===== config.mk =====
export PLATFORM = sky130hd
export DESIGN_NAME = uart_frame_parser
export DESIGN_NICKNAME = d
export VERILOG_FILES = /design/src/rtl/uart_frame_parser.sv
export SDC_FILE = /design/constraint.sdc
export NUM_CORES = 1
export LEC_CHECK = 0
export BUFFER_PORTS_ARGS = -buffer_cell sky130_fd_sc_hd__buf_2
export CAP_MARGIN = 30
export CORE_MARGIN = 4
export CORE_UTILIZATION = 55
export CTS_CLUSTER_DIAMETER = 40
export CTS_CLUSTER_SIZE = 40
export DETAILED_ROUTE_END_ITERATION = 10
export GPL_TIMING_DRIVEN = 0
export MAX_ROUTING_LAYER = met4
export PLACE_DENSITY_LB_ADDON = 0.25
export SYNTH_ARGS = -nofsm -noshare
export SYNTH_HDL_FRONTEND = slang
export SYNTH_SLANG_ARGS = --single-unit

===== constraint.sdc =====
create_clock -name clk -period 2.6 [get_ports clk]
set_clock_uncertainty 0.15 [all_clocks]
set_input_delay 0.26 -clock clk [delete_from_list [all_inputs] [get_ports clk]]
set_output_delay 0.26 -clock clk [all_outputs]
set_load 0.005 [all_outputs]

===== src/rtl/uart_frame_parser.sv =====
// uart_frame_parser
// Extracts HEADER | LEN | PAYLOAD[LEN] | CHK frames from a stream of received
// UART bytes. The payload is buffered and only released on the out_* stream
// once the checksum (LEN plus all payload bytes, mod 256) has verified.
// Malformed frames are discarded and reported on err_pulse/err_code.
// Optional feature: define PARSER_TIMEOUT_EN to abort frames that stall for
// TIMEOUT_CYC clock cycles between bytes (err_code 11).
module uart_frame_parser #(
    parameter logic [7:0] HEADER      = 8'hA5,
    parameter int         MAX_LEN     = 16,
    parameter int         TIMEOUT_CYC = 4500
) (
    input  logic       clk,
    input  logic       rst,
    input  logic [7:0] rx_data,
    input  logic       rx_valid,
    output logic [7:0] out_data,
    output logic       out_valid,
    output logic       out_last,
    input  logic       out_ready,
    output logic       err_pulse,
    output logic [1:0] err_code,
    output logic [7:0] drop_cnt
);

    localparam int         PW        = (MAX_LEN > 1) ? $clog2(MAX_LEN) : 1;
    localparam logic [7:0] MAX_LEN_B = 8'(MAX_LEN);

    typedef enum logic [2:0] {
        S_IDLE,
        S_LEN,
        S_PAYLOAD,
        S_CHK,
        S_DRAIN
    } state_t;

    state_t     state_q;
    logic [7:0] len_q;
    logic [7:0] sum_q;
    logic [7:0] wr_ptr_q;
    logic [7:0] rd_ptr_q;
    logic [7:0] buf_q [MAX_LEN];
    logic [7:0] out_data_q;
    logic       out_valid_q;
    logic       out_last_q;
    logic       err_pulse_q;
    logic [1:0] err_code_q;
    logic [7:0] drop_cnt_q;

    logic [7:0] sum_d;
    logic [7:0] rd_ptr_d;
    logic [7:0] drop_cnt_d;
    logic       buf_we;
    logic       tmo_fire;

    assign sum_d      = sum_q + rx_data;
    assign rd_ptr_d   = rd_ptr_q + 8'd1;
    assign drop_cnt_d = (drop_cnt_q == 8'hFF) ? drop_cnt_q : drop_cnt_q + 8'd1;
    assign buf_we     = (state_q == S_PAYLOAD) && rx_valid;

`ifdef PARSER_TIMEOUT_EN
    localparam int            TW       = $clog2(TIMEOUT_CYC + 1);
    localparam logic [TW-1:0] TMO_LAST = TW'(TIMEOUT_CYC - 1);

    logic [TW-1:0] tmo_q;
    logic          in_frame;

    assign in_frame = (state_q == S_LEN) || (state_q == S_PAYLOAD) || (state_q == S_CHK);
    // A byte arriving on the expiry cycle wins, hence the !rx_valid term.
    assign tmo_fire = in_frame && !rx_valid && (tmo_q == TMO_LAST);

    // Inter-byte gap counter, only running while a frame is in progress.
    always_ff @(posedge clk) begin
        if (rst || !in_frame || rx_valid) begin
            tmo_q <= '0;
        end else if (tmo_q != TMO_LAST) begin
            tmo_q <= tmo_q + 1'b1;
        end
    end
`else
    assign tmo_fire = 1'b0;
`endif

    // Payload storage; contents need no reset because the pointers gate all use.
    always_ff @(posedge clk) begin
        if (buf_we) begin
            buf_q[wr_ptr_q[PW-1:0]] <= rx_data;
        end
    end

    // Frame FSM with registered stream and error outputs.
    always_ff @(posedge clk) begin
        if (rst) begin
            state_q     <= S_IDLE;
            len_q       <= '0;
            sum_q       <= '0;
            wr_ptr_q    <= '0;
            rd_ptr_q    <= '0;
            out_data_q  <= '0;
            out_valid_q <= 1'b0;
            out_last_q  <= 1'b0;
            err_pulse_q <= 1'b0;
            err_code_q  <= 2'b00;
            drop_cnt_q  <= '0;
        end else begin
            err_pulse_q <= 1'b0;
            if (tmo_fire) begin
                err_pulse_q <= 1'b1;
                err_code_q  <= 2'b11;
                wr_ptr_q    <= '0;
                state_q     <= S_IDLE;
            end else begin
                case (state_q)
                    S_IDLE: begin
                        if (rx_valid && rx_data == HEADER) begin
                            state_q <= S_LEN;
                        end
                    end
                    S_LEN: begin
                        if (rx_valid) begin
                            if (rx_data == 8'd0 || rx_data > MAX_LEN_B) begin
                                err_pulse_q <= 1'b1;
                                err_code_q  <= 2'b01;
                                state_q     <= S_IDLE;
                            end else begin
                                len_q    <= rx_data;
                                sum_q    <= rx_data;
                                wr_ptr_q <= '0;
                                state_q  <= S_PAYLOAD;
                            end
                        end
                    end
                    S_PAYLOAD: begin
                        if (rx_valid) begin
                            sum_q    <= sum_d;
                            wr_ptr_q <= wr_ptr_q + 8'd1;
                            if (wr_ptr_q == len_q - 8'd1) begin
                                state_q <= S_CHK;
                            end
                        end
                    end
                    S_CHK: begin
                        if (rx_valid) begin
                            if (rx_data == sum_q) begin
                                rd_ptr_q <= '0;
                                state_q  <= S_DRAIN;
                            end else begin
                                err_pulse_q <= 1'b1;
                                err_code_q  <= 2'b10;
                                wr_ptr_q    <= '0;
                                state_q     <= S_IDLE;
                            end
                        end
                    end
                    S_DRAIN: begin
                        if (rx_valid) begin
                            drop_cnt_q <= drop_cnt_d;
                        end
                        if (!out_valid_q) begin
                            out_valid_q <= 1'b1;
                            out_data_q  <= buf_q[0];
                            out_last_q  <= (len_q == 8'd1);
                        end else if (out_ready) begin
                            if (out_last_q) begin
                                out_valid_q <= 1'b0;
                                out_last_q  <= 1'b0;
                                rd_ptr_q    <= '0;
                                wr_ptr_q    <= '0;
                                state_q     <= S_IDLE;
                            end else begin
                                rd_ptr_q   <= rd_ptr_d;
                                out_data_q <= buf_q[rd_ptr_d[PW-1:0]];
                                out_last_q <= (rd_ptr_d == len_q - 8'd1);
                            end
                        end
                    end
                    default: state_q <= S_IDLE;
                endcase
            end
        end
    end

    assign out_data  = out_data_q;
    assign out_valid = out_valid_q;
    assign out_last  = out_last_q;
    assign err_pulse = err_pulse_q;
    assign err_code  = err_code_q;
    assign drop_cnt  = drop_cnt_q;

endmodule


==> results.ini, run 1 <==
[die]
core_area_um2 = 14700
die_x_um = 131
rows = 44
die_h_um = 131
dieArea_um2 = 17200
ios = 33
start_util_pct = 56.6

[layout]
syn2layout_area_growth_pct = 12.4
finish.net_count = 671
finish.utilization_pct = 63.6
final_cell_mix = 128 x edfxtp_1, 56 x dfxtp_1, 45 x nor2_1
diodes = 0
finalInstanceArea_um2 = 9350
layout_commonest_cell = edfxtp_1
drive_above_1_share_pct = 21.5

[global_routing]
antenna_found_initial = 0
grt_overflow = 0
grt_max_degree = 23
grt_pass1_vias = 5223
grt_use_total_pct = 23.7
grt_pass1_wl_mm = 29.1

[setup_path]
path_buf_inv = 1
path_cells = ha_2, clkbuf_4, mux4_2, mux4_2, mux2i_1, a21oi_1
crit_path_frequent_cell = mux4_2
arrival_ns = 2.63
crit_fanout = 10
reg2reg_from = rd_ptr_q[1]$_SDFFE_PP0P_
end_kind = flip-flop
regToRegSetupSlack_ns = 0.10
cpPeakStageDelay_ns = 0.46
r2r_cells = 6
start_kind = flip-flop
path_class = reg2reg
r2r_end = out_data[4]$_SDFFE_PP0P_
slowest_stage = mux4_2
path_delay_family = multiplexers
crit_required_ns = 2.74

[route]
drc = 0
first_iter_violations = 485
wire_per_inst_um = 22.1
wl_mm = 18.6
via_per_inst = 6.21
num_vias = 5214
firstDrtPassIters = 7
final_antenna_net_count = 0

[clock_tree]
cts_max_level = 4
cts_buffers = 17
cts-root-buf = clkbuf_16
cts_tree = built
ctsLongestPathBuffers = 2
clock_latency_ns = 0.42
post_cts_buffers = 0
path_clk_slew_ns = 0.07
clock_sinks = 184

[timing]
max_freq_ghz = 0.400
hold_slack_ns = 0.143
slew_violations = 0
period_needed_ns = 2.50
worst_pin_slew_ns = 0.837
rsz0062_at_grt = no
period_share_pct = 96.0
fin_ws_ns = 0.103
slew_headroom_pct = 44.2
setup_viol = 0
hold_violations = 0

[synthesis]
synthDistinctLibCells = 61
synth_nets = 622
yosysWarnings = 0
syn_area_um2 = 8320
ys_seq_elements = 184
async_flop_share_pct = 0
syn_inst = 594
synthFlopType = edfxtp_1
yosysSeqAreaShare_pct = 59.7
synth_edf_count = 128
postSynthAreaPerCell_um2 = 14.0

[placement]
io_buffers = 31
dp_slack_ns = -0.417
gp_congestion = 0.954
dp.final_hpwl_mm = 12.4
place_area_um2 = 8700

[worst_hold_path]
min_path_type = in2reg
min_from = rx_data[6]
whs_endpoint = buf_q[0][6]$_DFFE_PP_
whs_path_depth = 1

[power]
cellLeakagePower_nw = 3.17
max-vdd-ir-drop_mv = 0.555
p_per_area_nw_per_um2 = 617

[job]
cap_violations = 0

[status]
status = finished, final reports clean

## cell type report
class	count	area (µm²)
fillers	1091	5350
flip-flops and latches	184	4960
multi-input cells	372	3230
clock buffers	21	460
well taps	184	230
repair buffers	31	155
plain buffers	26	144
clock inverters	11	121
inverters	11	41.3
## flip-flops by register name (all words and copies together) (netlist names)
name,flops
len_q,8
rd_ptr_q,8
drop_cnt,8
out_valid,1
err_pulse,1
wr_ptr_q,8
sum_q,8
out_data,8
buf_q,128
out_last,1
err_code,2
state_q,3
## cell families (layout without fill, tap and decap cells)
kind of cell             Yosys count  in the layout  share of synthesized area [%]
XOR/XNOR                          38             38                           4.32
adder cells (fa/ha/maj)           16             16                           2.50
AND/OR/NAND/NOR                  181            181                           11.9
buffers and inverters             38            100                           2.15
multiplexers                      56             56                           12.8
AO/OA/AOI/OAI                     81             81                           6.65
flip-flops                       184            184                           59.7
## metrics by stage
stage | total power, mW | cells | setup TNS, ns
after floorplan | 3.23 | 594 | 0
after global placement | 3.29 | 809 | -4.60
after detailed placement | 3.30 | 809 | -11.41
after CTS | 5.80 | 840 | 0
after global routing | 5.95 | 840 | 0
final | 5.77 | 840 | 0
## worst reg2reg max path, cell delays in order, from the launching register on
cell and delay, ns:
dfxtp_1 0.35, ha_2 0.44, clkbuf_4 0.28, mux4_2 0.37
mux4_2 0.46, mux2i_1 0.21, a21oi_1 0.10
## worst max path at each step
| stage | from | endpoint | slack [ns] | cells past startpoint |
|---|---|---|---|---|
| 2_1_floorplan | rd_ptr_q[1]$_SDFFE_PP0P_ | out_data[0]$_SDFFE_PP0P_ | 0.18 | 7 |
| 3_3_place_gp | rd_ptr_q[1]$_SDFFE_PP0P_ | out_data[2]$_SDFFE_PP0P_ | -0.36 | 7 |
| 3_5_place_dp | rd_ptr_q[1]$_SDFFE_PP0P_ | out_data[4]$_SDFFE_PP0P_ | -0.42 | 7 |
| 4_1_cts | rd_ptr_q[0]$_SDFFE_PP0P_ | out_data[2]$_SDFFE_PP0P_ | 0.02 | 7 |
| 5_1_grt | state_q[2]$_SDFFE_PP0P_ | buf_q[6][0]$_DFFE_PP_ | 0.002 | 6 |
| 6_report | rd_ptr_q[1]$_SDFFE_PP0P_ | out_data[4]$_SDFFE_PP0P_ | 0.10 | 6 |
## synthesized netlist by cell type (all sizes together) (12+ instances only)
cell,number,area share (%)
clkbuf,17,0.77
and2,15,1.1
nor2,46,2.1
a21oi,27,1.7
nand3,12,0.72
mux4,40,11
edfxtp,128,46
xor2,19,2.3
nand2,29,1.3
xnor2,19,2.0
ha,15,2.3
dfxtp,56,13
and3,12,0.90
mux2i,16,1.9
o21ai,16,0.96
nor3,15,1.0
## power breakdown
part	internal, mW	switching [mW]	total (mW)
clock	1.47	1.07	2.54
sequential	3.13	0.0000366	3.13
combinational	0.0214	0.0860	0.107
## layer usage
metal	up-vias	GRT usage (%)	wire (µm)
met1	2664	31.1	8050
met4	0	6.29	255
li1	2380	-	-
met5	-	-	0
met2	147	38.4	9410
met3	23	4.63	859
## what timing repair did
item                                    CTS  global route
gates resized for setup                  18            11
pin swaps                                 0             1
endpoints found under the setup margin   96           115
hold buffers                              0             0
No activity file was read; power rests on OpenSTA's default activity.
==> inputs of run 2 (changes only) <==
CAP_MARGIN = not set   (was 30)
CTS_BUF_LIST = sky130_fd_sc_hd__clkbuf_8   (was not set)
==> run 2 against run 1 <==
Effect of this change:
- register-to-register slack got worse by 0.07 ns
- clock-buffer cell count down 2
- power is 11% lower
- cell count stayed put
- critical path type unchanged
- largest cell class unchanged
- largest power group unchanged
==> results.ini, run 2 (same netlist as run 1, synthesis figures left out) <==
[status]
status = finished, final reports clean

[worst_hold_path]
min_path_type = in2reg

[route]
num_vias = 5206
wl_mm = 18.5
drc = 0
firstDrtPassIters = 5
wire_per_inst_um = 22.0
via_per_inst = 6.20
final_antenna_net_count = 0
first_iter_violations = 400

[power]
seqPwrFrac_pct = 61.1
clockPowerShare_pct = 36.8
cellLeakagePower_nw = 3.09
max-vdd-ir-drop_mv = 0.317
p_per_area_nw_per_um2 = 558
power.internal_mw = 4.04
sw_frac_of_total_pct = 20.9
p_switching_mw = 1.07
power_frac_comb_pct = 2.1

[clock_tree]
cts_max_level = 4
cts-root-buf = clkbuf_8
ctsLongestPathBuffers = 2
postCtsHoldBufs = 0
clock_latency_ns = 0.44
cts_tree = built
cts_buffers = 17
clock_sinks = 184
path_clk_slew_ns = 0.09

[layout]
largest_register_ff_count = 128
layout_commonest_cell = edfxtp_1
diodes = 0
stdcell_count = 840
final_cell_mix = 128 x edfxtp_1, 56 x dfxtp_1, 46 x nor2_1
finish.net_count = 671
drive_above_1_share_pct = 21.3
nFillCells = 1121
syn2layout_area_growth_pct = 10.1

[timing]
period_share_pct = 98.6
hold_violations = 0
period_needed_ns = 2.56
fin_ws_ns = 0.0351
fin_tns_setup_ns = 0
slew_headroom_pct = 42.3
slew_violations = 0
max_freq_ghz = 0.390
setup_viol = 0
worst_pin_slew_ns = 0.866

[die]
dieArea_um2 = 17200
ios = 33
rows = 44
die_h_um = 131
die_x_um = 131
core_area_um2 = 14700
start_util_pct = 56.6

[global_routing]
grt_use_total_pct = 23.4
grt_pass1_wl_mm = 28.8
grt_pass1_vias = 5218
grt_overflow = 0
antenna_found_initial = 0
grt_max_degree = 23

[job]
cap_violations = 0

[setup_path]
start_kind = flip-flop
regToRegSetupSlack_ns = 0.04
end_kind = flip-flop
arrival_ns = 2.74
path_class = reg2reg
crit_fanout = 10
crit_required_ns = 2.77

[placement]
dp_slack_ns = -0.417
dp.final_hpwl_mm = 12.4
gp_congestion = 0.954
io_buffers = 31
placed_cells = 809

run 2: cell count changes in the layout (fill, tap and decap cells not counted), moves of 2 or more:
cell	delta
clkbuf_16	-17
clkbuf_8	+17
clkbuf_1	-2
inv_1	+2
run 2: critical path, stage by stage, from the launching register on:
cell and delay [ns]:
dfxtp_1 0.36, ha_1 0.47, clkbuf_4 0.32, mux4_2 0.37, mux4_2 0.46, mux2i_1 0.21
a21oi_1 0.10
run 2: power groups by stage:
stage          sequential, mW  clock, mW  combinational (mW)
2_1_floorplan            3.19          0              0.0384
3_3_place_gp             3.19          0               0.100
3_5_place_dp             3.19          0               0.107
4_1_cts                  3.12       1.91               0.107
5_1_grt                  3.12       2.05               0.117
6_report                 3.12       1.88               0.109
run 2: path summary, 6_finish.rpt:
check | end | startpoint | cells after the start
max | out_data[4]$_SDFFE_PP0P_ | rd_ptr_q[1]$_SDFFE_PP0P_ | 6
min | buf_q[15][7]$_DFFE_PP_ | rx_data[7] | 1
max reg2reg | out_data[4]$_SDFFE_PP0P_ | rd_ptr_q[1]$_SDFFE_PP0P_ | 6
min reg2reg | len_q[7]$_SDFFE_PP0P_ | len_q[7]$_SDFFE_PP0P_ | 1
run 2: layout make-up:
cell class,count,area (µm²),area share (%)
plain buffers,26,146,1.60
clock buffers,19,262,2.86
clock inverters,13,129,1.41
inverters,11,41.3,0.451
multi-input cells,372,3230,35.3
flip-flops and latches,184,4960,54.2
well taps,184,230,2.51
repair buffers,31,155,1.69
run 2: what timing repair did:
item / in CTS / in global routing
gates resized for setup: 17 / 10
setup buffers: 0 / 0
hold endpoints to repair: 0 / 0
endpoints found under the setup margin: 100 / 115
pin swaps: 0 / 1
run 2: routing by layer:
layer / part of all wire [%] / global-route usage (%)
met4: 1.1 / 5.38
met5: 0 / -
met3: 4.7 / 4.35
met1: 43 / 30.7
met2: 51 / 38.4
run 2: per-stage QoR:
step | util [%] | total power [mW] | hold slack, ns | instance area [µm²]
after detailed placement | 59.2 | 3.30 | 0.346 | 8700
after floorplan | - | 3.23 | 0.209 | 8320
final | 62.3 | 5.11 | 0.122 | 9160
after global placement | 59.2 | 3.29 | 0.339 | 8700
after CTS | 62.0 | 5.14 | 0.0864 | 9120
after global routing | 62.3 | 5.29 | 0.0852 | 9160
